File: src/rtl/wasm_host_sequencer.sv
// wasm_host_sequencer: host-side driver for a complete WASM_TOP run.
// Packs a program byte stream into 64-bit instruction words and writes them to the core.
// Raises the write-finish level and counts run cycles until the core reports done.
// Reads back the global words and then the out_mem words over a 32-bit result stream.
//
// Every handshake in this block (byte in, instruction write, result out) uses the same rule.
// A transfer happens on a rising clock edge where valid and ready are both high.
// Once the sender raises valid, it holds valid and its payload stable until that transfer.
`timescale 1ns/1ps
module wasm_host_sequencer #(
    parameter int         N_GLOBAL    = 10,
    parameter logic [8:0] GLOBAL_BASE = 9'h100,
    parameter int         N_OUT       = 10,
    parameter logic [8:0] OUT_BASE    = 9'h000,
    parameter int         MAX_WORDS   = 32768,
    parameter int         TIMEOUT     = 1000000
) (
    input  logic        i_clk,
    input  logic        i_rst,
    input  logic        i_start,
    input  logic        i_byte_vld,
    input  logic [7:0]  i_byte_data,
    input  logic        i_byte_last,
    output logic        o_byte_rdy,
    output logic        o_instr_mem_wr_vld,
    output logic [14:0] o_instr_mem_wr_addr,
    output logic [63:0] o_instr_mem_wr_data,
    input  logic        i_instr_mem_wr_rdy,
    output logic        o_instr_mem_wr_finish,
    input  logic [1:0]  i_work_state,
    input  logic [2:0]  i_error,
    output logic        o_line_mem_rd_rdy,
    output logic [8:0]  o_line_mem_rd_addr,
    input  logic [31:0] i_line_mem_rd_data,
    output logic        o_res_vld,
    output logic [31:0] o_res_data,
    output logic        o_res_last,
    input  logic        i_res_rdy,
    output logic        o_busy,
    output logic        o_done,
    output logic [1:0]  o_err_code,
    output logic [31:0] o_cycle_cnt,
    output logic [2:0]  o_dbg_state
);

    localparam int N_RES = N_GLOBAL + N_OUT;
    localparam int IDX_W = $clog2(N_RES + 1);

    typedef enum logic [2:0] {
        S_IDLE = 3'd0,
        S_LOAD = 3'd1,
        S_RUN  = 3'd2,
        S_READ = 3'd3,
        S_DONE = 3'd4,
        S_ERR  = 3'd5
    } state_t;

    // Read-back sub-phase: address cycle, data-capture cycle, result held for the consumer.
    typedef enum logic [1:0] {
        RD_ADDR = 2'd0,
        RD_CAP  = 2'd1,
        RD_HOLD = 2'd2
    } rd_phase_t;

    state_t     state;
    rd_phase_t  rd_phase;
    logic [63:0]      word_buf;
    logic [2:0]       byte_idx;
    logic             pending;
    logic             word_last;
    logic [15:0]      word_cnt;
    logic [IDX_W-1:0] rd_idx;
    logic [8:0]       rd_addr;
    logic             full;

    // Line-memory address of result word idx: globals come first, then out_mem.
    function automatic logic [8:0] res_addr(input logic [IDX_W-1:0] idx);
        if (idx < IDX_W'(N_GLOBAL))
            res_addr = GLOBAL_BASE + 9'(idx);
        else
            res_addr = OUT_BASE + 9'(idx - IDX_W'(N_GLOBAL));
    endfunction

    assign full                  = (word_cnt == 16'(MAX_WORDS));
    assign o_byte_rdy            = (state == S_LOAD) && !pending && !full;
    assign o_instr_mem_wr_vld    = pending;
    assign o_instr_mem_wr_addr   = word_cnt[14:0];
    assign o_instr_mem_wr_data   = word_buf;
    assign o_instr_mem_wr_finish = (state == S_RUN);
    assign o_line_mem_rd_rdy     = (state == S_READ);
    assign o_line_mem_rd_addr    = rd_addr;
    assign o_busy                = (state == S_LOAD) || (state == S_RUN) || (state == S_READ);
    assign o_dbg_state           = state;

    // Sequencer: load, run, read back, with a fault exit from any active phase.
    always_ff @(posedge i_clk or posedge i_rst) begin
        if (i_rst) begin
            state       <= S_IDLE;
            rd_phase    <= RD_ADDR;
            word_buf    <= '0;
            byte_idx    <= '0;
            pending     <= 1'b0;
            word_last   <= 1'b0;
            word_cnt    <= '0;
            rd_idx      <= '0;
            rd_addr     <= '0;
            o_res_vld   <= 1'b0;
            o_res_data  <= '0;
            o_res_last  <= 1'b0;
            o_done      <= 1'b0;
            o_err_code  <= 2'd0;
            o_cycle_cnt <= '0;
        end else begin
            case (state)
                S_IDLE, S_DONE, S_ERR: begin
                    if (i_start) begin
                        state       <= S_LOAD;
                        o_done      <= 1'b0;
                        o_err_code  <= 2'd0;
                        o_cycle_cnt <= '0;
                        word_cnt    <= '0;
                        rd_idx      <= '0;
                        word_buf    <= '0;
                        byte_idx    <= '0;
                        pending     <= 1'b0;
                        word_last   <= 1'b0;
                        rd_phase    <= RD_ADDR;
                    end
                end
                S_LOAD: begin
                    if (pending) begin
                        if (i_instr_mem_wr_rdy) begin
                            pending  <= 1'b0;
                            word_buf <= '0;
                            word_cnt <= word_cnt + 16'd1;
                            if (word_last) begin
                                state       <= S_RUN;
                                o_cycle_cnt <= '0;
                            end
                        end
                    end else if (i_byte_vld) begin
                        if (full) begin
                            // The byte stays with the producer; the program does not fit.
                            state      <= S_ERR;
                            o_err_code <= 2'd3;
                        end else begin
                            word_buf[{byte_idx, 3'b000} +: 8] <= i_byte_data;
                            if (byte_idx == 3'd7 || i_byte_last) begin
                                pending   <= 1'b1;
                                word_last <= i_byte_last;
                                byte_idx  <= '0;
                            end else begin
                                byte_idx <= byte_idx + 3'd1;
                            end
                        end
                    end
                end
                S_RUN: begin
                    if (i_error != 3'd0) begin
                        state      <= S_ERR;
                        o_err_code <= 2'd1;
                    end else if (i_work_state == 2'b11) begin
                        state    <= S_READ;
                        rd_idx   <= '0;
                        rd_addr  <= res_addr(IDX_W'(0));
                        rd_phase <= RD_ADDR;
                    end else if (o_cycle_cnt == 32'(TIMEOUT)) begin
                        state      <= S_ERR;
                        o_err_code <= 2'd2;
                    end else begin
                        o_cycle_cnt <= o_cycle_cnt + 32'd1;
                    end
                end
                S_READ: begin
                    case (rd_phase)
                        RD_ADDR: rd_phase <= RD_CAP;
                        RD_CAP: begin
                            o_res_data <= i_line_mem_rd_data;
                            o_res_vld  <= 1'b1;
                            o_res_last <= (rd_idx == IDX_W'(N_RES - 1));
                            rd_idx     <= rd_idx + IDX_W'(1);
                            // The next address is presented while this result waits for its accept.
                            if (rd_idx != IDX_W'(N_RES - 1))
                                rd_addr <= res_addr(rd_idx + IDX_W'(1));
                            rd_phase <= RD_HOLD;
                        end
                        RD_HOLD: begin
                            if (i_res_rdy) begin
                                o_res_vld  <= 1'b0;
                                o_res_last <= 1'b0;
                                if (o_res_last) begin
                                    state  <= S_DONE;
                                    o_done <= 1'b1;
                                end else begin
                                    rd_phase <= RD_CAP;
                                end
                            end
                        end
                        default: rd_phase <= RD_ADDR;
                    endcase
                end
                default: state <= S_IDLE;
            endcase
        end
    end

endmodule

File: config.mk
export PLATFORM = sky130hd
export DESIGN_NAME = wasm_host_sequencer
export DESIGN_NICKNAME = d
export VERILOG_FILES = /design/src/rtl/wasm_host_sequencer.sv
export SDC_FILE = /design/constraint.sdc
export NUM_CORES = 1
export LEC_CHECK = 0
export ABC_AREA = 0
export CORE_MARGIN = 5
export CORE_UTILIZATION = 45
export CTS_CLUSTER_SIZE = 30
export DETAILED_ROUTE_END_ITERATION = 7
export GPL_TIMING_DRIVEN = 0
export MAX_ROUTING_LAYER = met4
export PLACE_DENSITY = 0.82
export SYNTH_ARGS = -nofsm -noshare
export SYNTH_HDL_FRONTEND = slang
export SYNTH_SLANG_ARGS = --single-unit
File: constraint.sdc
create_clock -name i_clk -period 5.2 [get_ports i_clk]
set_clock_uncertainty 0.2 [all_clocks]
set_input_delay 0.52 -clock i_clk [delete_from_list [all_inputs] [get_ports i_clk]]
set_output_delay 0.52 -clock i_clk [all_outputs]
set_load 0.01 [all_outputs]
# [Word level (Yosys, flattened, before mapping)]
# Index checks and enable logic that the tools add are counted.
[totals] ff_bits=173
[op_classes] n_addsub=7 magnitude_cmp=1 eq_ne=42 shifts=2 mux=82 reduce_logical=31
[op_table] op="64-bit 2-to-1 mux" n=5
[op_table] op="32-bit 2-to-1 mux" n=7
[op_table] op="64-bit case mux with 2 select lines" n=1
[op_table] op="32-bit case mux with 3 select lines" n=1
[op_table] op="64-bit bitwise mux" n=1
[op_table] op="8-bit by 8-bit variable shift with 64-bit output (first input constant)" n=1
[op_table] op="8-bit by 8-bit variable part select with 64-bit output" n=1
[op_table] op="3-bit 2-to-1 mux" n=17
[op_table] op="16-bit 2-to-1 mux" n=3
[op_table] op="9-bit 2-to-1 mux" n=5
[op_table] op="32-bit by 1-bit adder with 32-bit output (second input constant)" n=1
[op_table] op="32-bit by 20-bit == test with 1-bit output (second input constant)" n=1
[op_table] op="16-bit case mux with 2 select lines" n=1
[op_table] op="5-bit AND reduction" n=5
[op_table] op="2-bit inequality test (second input constant)" n=12
[op_table] op="3-bit inequality test (second input constant)" n=8
[op_table] op="2-bit 2-to-1 mux" n=11
[op_table] op="5-bit 2-to-1 mux" n=4
[op_table] op="2-bit case mux with 3 select lines" n=3
[op_table] op="9-bit case mux with 2 select lines" n=1
[op_table] op="16-bit by 1-bit adder with 16-bit output (second input constant)" n=1
[op_table] op="16-bit == test (second input constant)" n=1
[op_table] op="5-bit case mux with 3 select lines" n=1
[op_table] op="1-bit 2-to-1 mux" n=14
[op_table] op="34 further kinds" n=59

# [Longest topological paths before layout]
# Gate-level depths: netlist of the first run.
[depth] ltp_word=7 depth_mapped=9

# [Least setup slack after synthesis of the first run]
# OpenSTA, ideal clock, no wires.
[synth_timing] kind="register -> register" from="register byte_idx[0]" to="register word_buf[32] (netlist: o_instr_mem_wr_data[32])" setup_time_ns=0.121 t_arrival_ns=2.220 path_slack_ns=2.659 path_stages_with_launch=9 n_path_buf=0 synth_period_minus_slack_ns=2.541 path_cell_list="dfrtp_1 > inv_1 > ha_1 > ha_1 > o31ai_1 > nand3b_1 > nor2b_1 > o21ai_2 > a22o_1"
[synth_between] elab_chain_len=7
[synth_rtl] item="start, declared" line="68" rtl="logic [2:0] byte_idx;"
[synth_rtl] item="start signal, assigned" line="153" rtl="byte_idx <= byte_idx + 3'd1;"
[synth_rtl] item="6-bit negation with 8-bit output *" line="147" rtl="word_buf[{byte_idx, 3'b000} +: 8] <= i_byte_data;"
[synth_rtl] item="8-bit by 8-bit variable part select with 64-bit output or 8-bit by 8-bit variable shift with 64-bit output (tied branches)" line="147"
[synth_rtl] item="64-bit bitwise mux *" line="147"
[synth_rtl] item="64-bit 2-to-1 mux *" line="142" rtl="if (full) begin"
[synth_rtl] item="64-bit 2-to-1 mux *" line="141" rtl="end else if (i_byte_vld) begin"
[synth_rtl] item="64-bit 2-to-1 mux *" line="131" rtl="if (pending) begin"
[synth_rtl] item="64-bit case mux with 2 select lines *" line="114" rtl="case (state)"
[synth_rtl] item="end signal, assigned by index" line="147"
[synth_rtl] item="end, declared" line="67" rtl="logic [63:0] word_buf;"
# Every way passes the cells marked *; elsewhere a longest branch is shown, timed or not. The select of a mux whose other input is x is not followed.
# A chain may end at the register's enable or synchronous reset.

# [Final worst setup path of the first run]
[layout_timing] from="register word_cnt[0]" to="output port o_byte_rdy"
[layout_between] elab_chain_len=3
[layout_rtl] item="start, declared" line="71" rtl="logic [15:0] word_cnt;"
[layout_rtl] item="start signal, assigned" line="135" rtl="word_cnt <= word_cnt + 16'd1;"
[layout_rtl] item="16-bit == test" line="84" rtl="assign full = (word_cnt == 16'(MAX_WORDS));"
[layout_rtl] item="1-bit zero test" line="85" rtl="assign o_byte_rdy = (state == S_LOAD) && !pending && !full;"
[layout_rtl] item="1-bit logical AND" line="85"
[layout_rtl] item="end, declared" line="24" rtl="output logic o_byte_rdy,"
# Every way passes these cells.

==> results of run 1 <==
-- metal layers --
metal,up-vias,global-route usage [%],wire [um]
met5,-,-,0
met4,0,9.125,729
met3,49,5.525,1556
met2,301,36.63,11800
met1,3624,30.25,10330
li1,3446,-,-
-- Yosys cell counts, types with 3 or more instances --
master	count	area share (%)
and2_1	6	0.45
mux2i_1	18	2.1
xor2_1	3	0.31
nand2_1	138	6.2
nor3_1	9	0.54
o21ai_1	5	0.30
o21ai_0	30	1.8
or2_2	3	0.22
nor4_4	4	1.0
or3_1	25	1.9
a211oi_1	7	0.63
o211ai_1	3	0.27
ha_1	13	1.9
buf_1	8	0.36
a21oi_1	39	2.3
nor3b_1	3	0.27
nor3_2	3	0.36
nor2_1	31	1.4
mux2_2	6	0.80
o31ai_1	16	1.4
o21ai_2	4	0.42
nor4b_1	4	0.42
clkbuf_1	20	0.89
buf_2	6	0.36
dfrtp_1	171	51
nor2b_1	7	0.52
and3_1	7	0.52
a22o_1	66	6.9
nand2b_1	7	0.52
nand3_1	29	1.7
buf_4	20	1.8
xnor2_1	6	0.63
or4_1	13	1.2
inv_1	25	1.1
nor4_1	9	0.67
nand4_1	15	1.1
-- worst register-to-register path, cell delays in order (launching register included) --
cell	delay, ps
dfrtp_1	480
inv_1	180
ha_1	260
ha_1	520
o31ai_1	340
nand3b_1	310
nor2b_1	180
o21ai_2	160
a22o_1	240
-- cells in the final DEF (no fill, tap or decap), types with 18 or more instances in the layout --
cell type,count
mux2i_1,18
inv_1,24
clkbuf_1,22
a22o_1,66
buf_4,20
o21ai_0,30
clkdlybuf4s50_1,209
nor2_1,31
dfrtp_1,171
a21oi_1,39
or3_1,25
nand3_1,29
nand2_1,138
-- kinds of logic (layout without fill, tap and decap cells) --
family	Yosys count	count (layout)	share of synthesized area (%)
compound gates	191	191	16.37
xor+xnor	9	9	0.9392
fa+ha+maj	13	13	1.938
buf+inv	81	327	4.785
flops	171	171	50.98
mux	25	25	3.130
other cells	0	2	0
simple gates	334	334	21.85
-- worst max path at each step --
stage | slack (ps) | to | startpoint | cells past startpoint
2_1_floorplan | 2300 | byte_idx[0]$_DFFE_PP0P_ | i_rst | 1
3_3_place_gp | 880 | o_cycle_cnt[11]$_DFFE_PP0P_ | i_rst | 2
3_5_place_dp | 2310 | o_instr_mem_wr_data[35]$_DFFE_PP0P_ | byte_idx[0]$_DFFE_PP0P_ | 8
4_1_cts | 1920 | o_byte_rdy | word_cnt[0]$_DFFE_PP0P_ | 6
5_1_grt | 1730 | o_byte_rdy | word_cnt[0]$_DFFE_PP0P_ | 6
6_report | 1940 | o_byte_rdy | word_cnt[0]$_DFFE_PP0P_ | 6
-- stage by stage --
step	utilization [%]	hold slack [ps]
after floorplan	-	298.0
after global placement	58.22	256.8
after detailed placement	58.80	261.4
after CTS	62.01	278.2
after global routing	62.04	295.6
final	62.04	274.8
-- power by group --
part | switching [mW] | internal [mW] | leakage, nW
clock | 0.565 | 0.721 | 0.281
sequential | 0.112 | 1.48 | 2.22
combinational | 0.970 | 0.659 | 2.37
-- state kept, by name, indices dropped and copies added, names as in the netlist, 2 cells and up --
name / flops
o_dbg_state: 3
byte_idx: 3
rd_phase: 2
o_res_data: 32
word_cnt: 16
o_line_mem_rd_addr: 7
o_cycle_cnt: 32
o_instr_mem_wr_data: 64
rd_idx: 5
o_err_code: 2
-- layout make-up --
class | instances | area [um^2] | share of cell area, %
Buffer | 56 | 307.8 | 2.679
Tap cell | 234 | 292.8 | 2.548
Antenna cell | 2 | 5.005 | 0.04356
Inverter | 25 | 97.59 | 0.8495
Clock inverter | 13 | 161.4 | 1.405
Clock buffer | 19 | 432.9 | 3.768
Timing Repair Buffer | 214 | 2200 | 19.15
Multi-Input combinational cell | 572 | 3712 | 32.31
Sequential cell | 171 | 4279 | 37.25
==> impl_metrics.ini, run 1 <==
[sta]
fmax_mhz = 306.8
final-setup-viol-count = 0
slew_violations = 0
tightest_slew_ps = 1153
rsz0062_at_grt = no
fin_crit_sh_pct = 62.67
slew_headroom_pct = 22.47
tns_ps = 0
hold_viol_final = 0
fin_crit_ps = 3259
finalWorstSetupSlack_ps = 1941

[worst_setup_path]
crit_type = reg -> out
cp.required_ps = 4480
r2r_start = byte_idx[0]$_DFFE_PP0P_
worstPathCellList = inv_1 -> ha_1 -> nor4b_1 -> nand4_1 -> and2_1 -> clkdlybuf4s50_1
crit_family = simple AND/OR/NAND/NOR gates
worstPathArrival_ps = 2540
crit_buf_inv = 2
slowest_delay_ps = 520
reg2reg_slack_ps = 2220
reg2reg_depth = 8
cp_max_fo = 6
rr_endpoint = o_instr_mem_wr_data[35]$_DFFE_PP0P_
worst_setup_path_start_kind = register
cp_slowest_cell = clkdlybuf4s50_1
cp-end-kind = primary output

[logic_synthesis]
ys_types = 72
async_flop_share_pct = 100.0
syn_area_um2 = 8393
yosys_warnings = 0
yosysSeqAreaShare_pct = 50.98
synthFlopType = dfrtp_1
synth_edf_count = 0
ys_ff_latch = 171
synthCells = 824
syn_nets = 889
syn_avg_cell_area_um2 = 10.19

[cells_and_area]
drive_above_1_share_pct = 9.626
fin_cells = 1306
n_fill_cell = 1518
layout.nets = 1122
syn2layout_area_growth_pct = 36.88
final_area_um2 = 11490

[place]
dp.cells = 1272
placed_cell_area_um2 = 10890
pre_cts_ws_ps = 2306
gp_congestion = 0.9441
numPortBuffers = 209
hpwl_um = 18200

[hold_path]
hold_depth = 2
hold_end = o_res_data[4]$_DFFE_PP0P_
hold_class = reg -> reg
holdCritStartpoint = o_res_data[4]$_DFFE_PP0P_

[die]
core_um2 = 18520
start_util_pct = 45.32
row_count = 50
die_h_um = 146.6
design.portCount = 217
dieArea_um2 = 21480
die_x_um = 146.6

[clocking]
clk_latency_ps = 430
htree_levels = 4
cts_resized = 0
clk_pin_slew_ps = 70
cts_tree = yes
cts_sinks = 171
cts_buffers = 17
postCtsHoldBufs = 0
post_cts_buffers = 0
clock_path_buffers = 2
cts_root_buf = clkbuf_16

[detailed_routing]
drt-total-wl_um = 24410
drc = 0
ant_nets = 0
drt-initial-drc-count = 501
firstDrtPassIters = 5
vias = 7420
wire_per_inst_um = 18.69
via_per_inst = 5.681

[grt]
globalRouteOverflowTotal = 0
grt_use_total_pct = 23.62
grt_pass1_vias = 7477
grt_max_degree = 43
antenna_found_initial = 2
grt_first_pass_wirelength_um = 40030

[pwr]
ir_drop_mv = 0.3152
power_density_nw_per_um2 = 392.6
p_leak_nw = 4.871
power_mw = 4.510

[run_status]
status = completed

[flow_run]
maxCapViolations = 0
Note: power is estimated with default switching activity, not from simulation.
==> run 2: changes to the inputs <==
clock period = 2.9 ns   (was 5.2 ns; I/O delays follow)
==> run 2 against run 1 <==
Setup slack got worse by 1900 ps. Combinational power rose by 83%. Final cell count hardly changed. Global-route usage barely moved. Largest power group unchanged. Worst hold slack lost 180 ps. Sequential power increased by 79%.
==> impl_metrics.ini, run 2 (synthesized netlist as in run 1, its figures left out) <==
[run_status]
status = completed

[worst_setup_path]
cp_slowest_cell = clkdlybuf4s50_1
cp_max_fo = 10
crit_buf_inv = 2
crit_type = reg -> out
reg2reg_slack_ps = 120
cp.required_ps = 2410
slowest_delay_ps = 550
cp-end-kind = primary output
crit_family = simple AND/OR/NAND/NOR gates
worst_setup_path_start_kind = register
worstPathCellList = buf_4 -> or3b_4 -> nor2_4 -> and2_4 -> clkdlybuf4s50_1
worstPathArrival_ps = 2320

[pwr]
p_leak_nw = 4.885
ir_drop_mv = 0.5633
power_mw = 8.155
power_density_nw_per_um2 = 706.6

[grt]
grt_first_pass_wirelength_um = 40080
antenna_found_initial = 2
grt_use_total_pct = 23.65
grt_pass1_vias = 7494
globalRouteOverflowTotal = 0
grt_max_degree = 43

[detailed_routing]
drc = 0
ant_nets = 0
wire_per_inst_um = 18.76
drt-total-wl_um = 24520
firstDrtPassIters = 5
drt-initial-drc-count = 520
via_per_inst = 5.674
vias = 7416

[die]
dieArea_um2 = 21480
core_um2 = 18520
row_count = 50
die_x_um = 146.6
design.portCount = 217
start_util_pct = 45.32
die_h_um = 146.6

[flow_run]
maxCapViolations = 0

[clocking]
clk_latency_ps = 430
htree_levels = 4
clk_pin_slew_ps = 70
clock_path_buffers = 2
postCtsHoldBufs = 0
cts_buffers = 17
cts_sinks = 171
cts_tree = yes
cts_root_buf = clkbuf_16

[sta]
hold_viol_final = 0
rsz0062_at_grt = no
final-setup-viol-count = 0
fin_crit_sh_pct = 96.90
fmax_mhz = 355.9
slew_headroom_pct = 52.59
tns_ps = 0
tightest_slew_ps = 706.9
finalWorstSetupSlack_ps = 89.94
fin_crit_ps = 2810
slew_violations = 0

[cells_and_area]
largest_reg_flops = 64
most-common-layout-cells = clkdlybuf4s50_1 (209), dfrtp_1 (171), nand2_1 (138), a22o_1 (66), a21oi_1 (39)
drive_above_1_share_pct = 10.55
syn2layout_area_growth_pct = 37.51
final_common_cell = clkdlybuf4s50_1
layout.nets = 1123
n_fill_cell = 1507

[place]
hpwl_um = 18200
numPortBuffers = 209
gp_congestion = 0.9441
pre_cts_ws_ps = 6.382

[hold_path]
hold_class = in -> async
[run 2: cell count changes in the layout (fill, tap and decap cells not counted), sizes merged]
cell and delta:
clkbuf -1, buf +2
[run 2: where the power goes]
| group | total, mW | internal, mW | switching [mW] |
|---|---|---|---|
| Combinational | 2.98 | 1.21 | 1.77 |
| Sequential | 2.86 | 2.66 | 0.201 |
| Clock | 2.31 | 1.29 | 1.02 |
[run 2: timing repair]
item | in CTS | in global routing
setup buffers | 1 | 0
pin swaps | 1 | 1
resized for setup | 4 | 9
cloned | 0 | 0
setup endpoints to repair | 10 | 49
[run 2: path summary, 6_finish.rpt]
check | from | end | cells past startpoint
max | o_dbg_state[1]$_DFFE_PP0P_ | o_byte_rdy | 5
min | i_rst | o_instr_mem_wr_data[37]$_DFFE_PP0P_ | 2
max reg2reg | byte_idx[0]$_DFFE_PP0P_ | o_instr_mem_wr_data[35]$_DFFE_PP0P_ | 8
min reg2reg | o_res_data[4]$_DFFE_PP0P_ | o_res_data[4]$_DFFE_PP0P_ | 2
max in group asynchronous | i_rst | o_instr_mem_wr_data[18]$_DFFE_PP0P_ | 5
min in group i_clk | i_byte_data[3] | o_instr_mem_wr_data[59]$_DFFE_PP0P_ | 2
[run 2: through the flow]
step	util, %	area (um^2)	std cells	hold slack, ps
final	62.32	11540	1307	95.08
after global routing	62.32	11540	1307	142.7
after CTS	62.10	11500	1305	97.03
after detailed placement	58.80	10890	1272	261.4
after global placement	58.22	10780	1267	256.8
after floorplan	-	8397	824	195.4
[run 2: layout make-up]
class,count,area (um^2),area share [%]
Antenna cell,2,5.005,0.04337
Clock inverter,13,161.4,1.399
Buffer,56,309.0,2.678
Tap cell,234,292.8,2.537
Multi-Input combinational cell,572,3756,32.55
Timing Repair Buffer,215,2207,19.12
Sequential cell,171,4279,37.08
Inverter,25,97.59,0.8456
Clock buffer,19,432.9,3.751
[run 2: routing by layer]
layer  routed length (um)  vias up  track usage [%]
li1                     -     3451                -
met1                10340     3610            30.37
met2                11880      304            36.61
met3                 1549       51            5.525
met4                  753        0            9.125
met5                    0        -                -
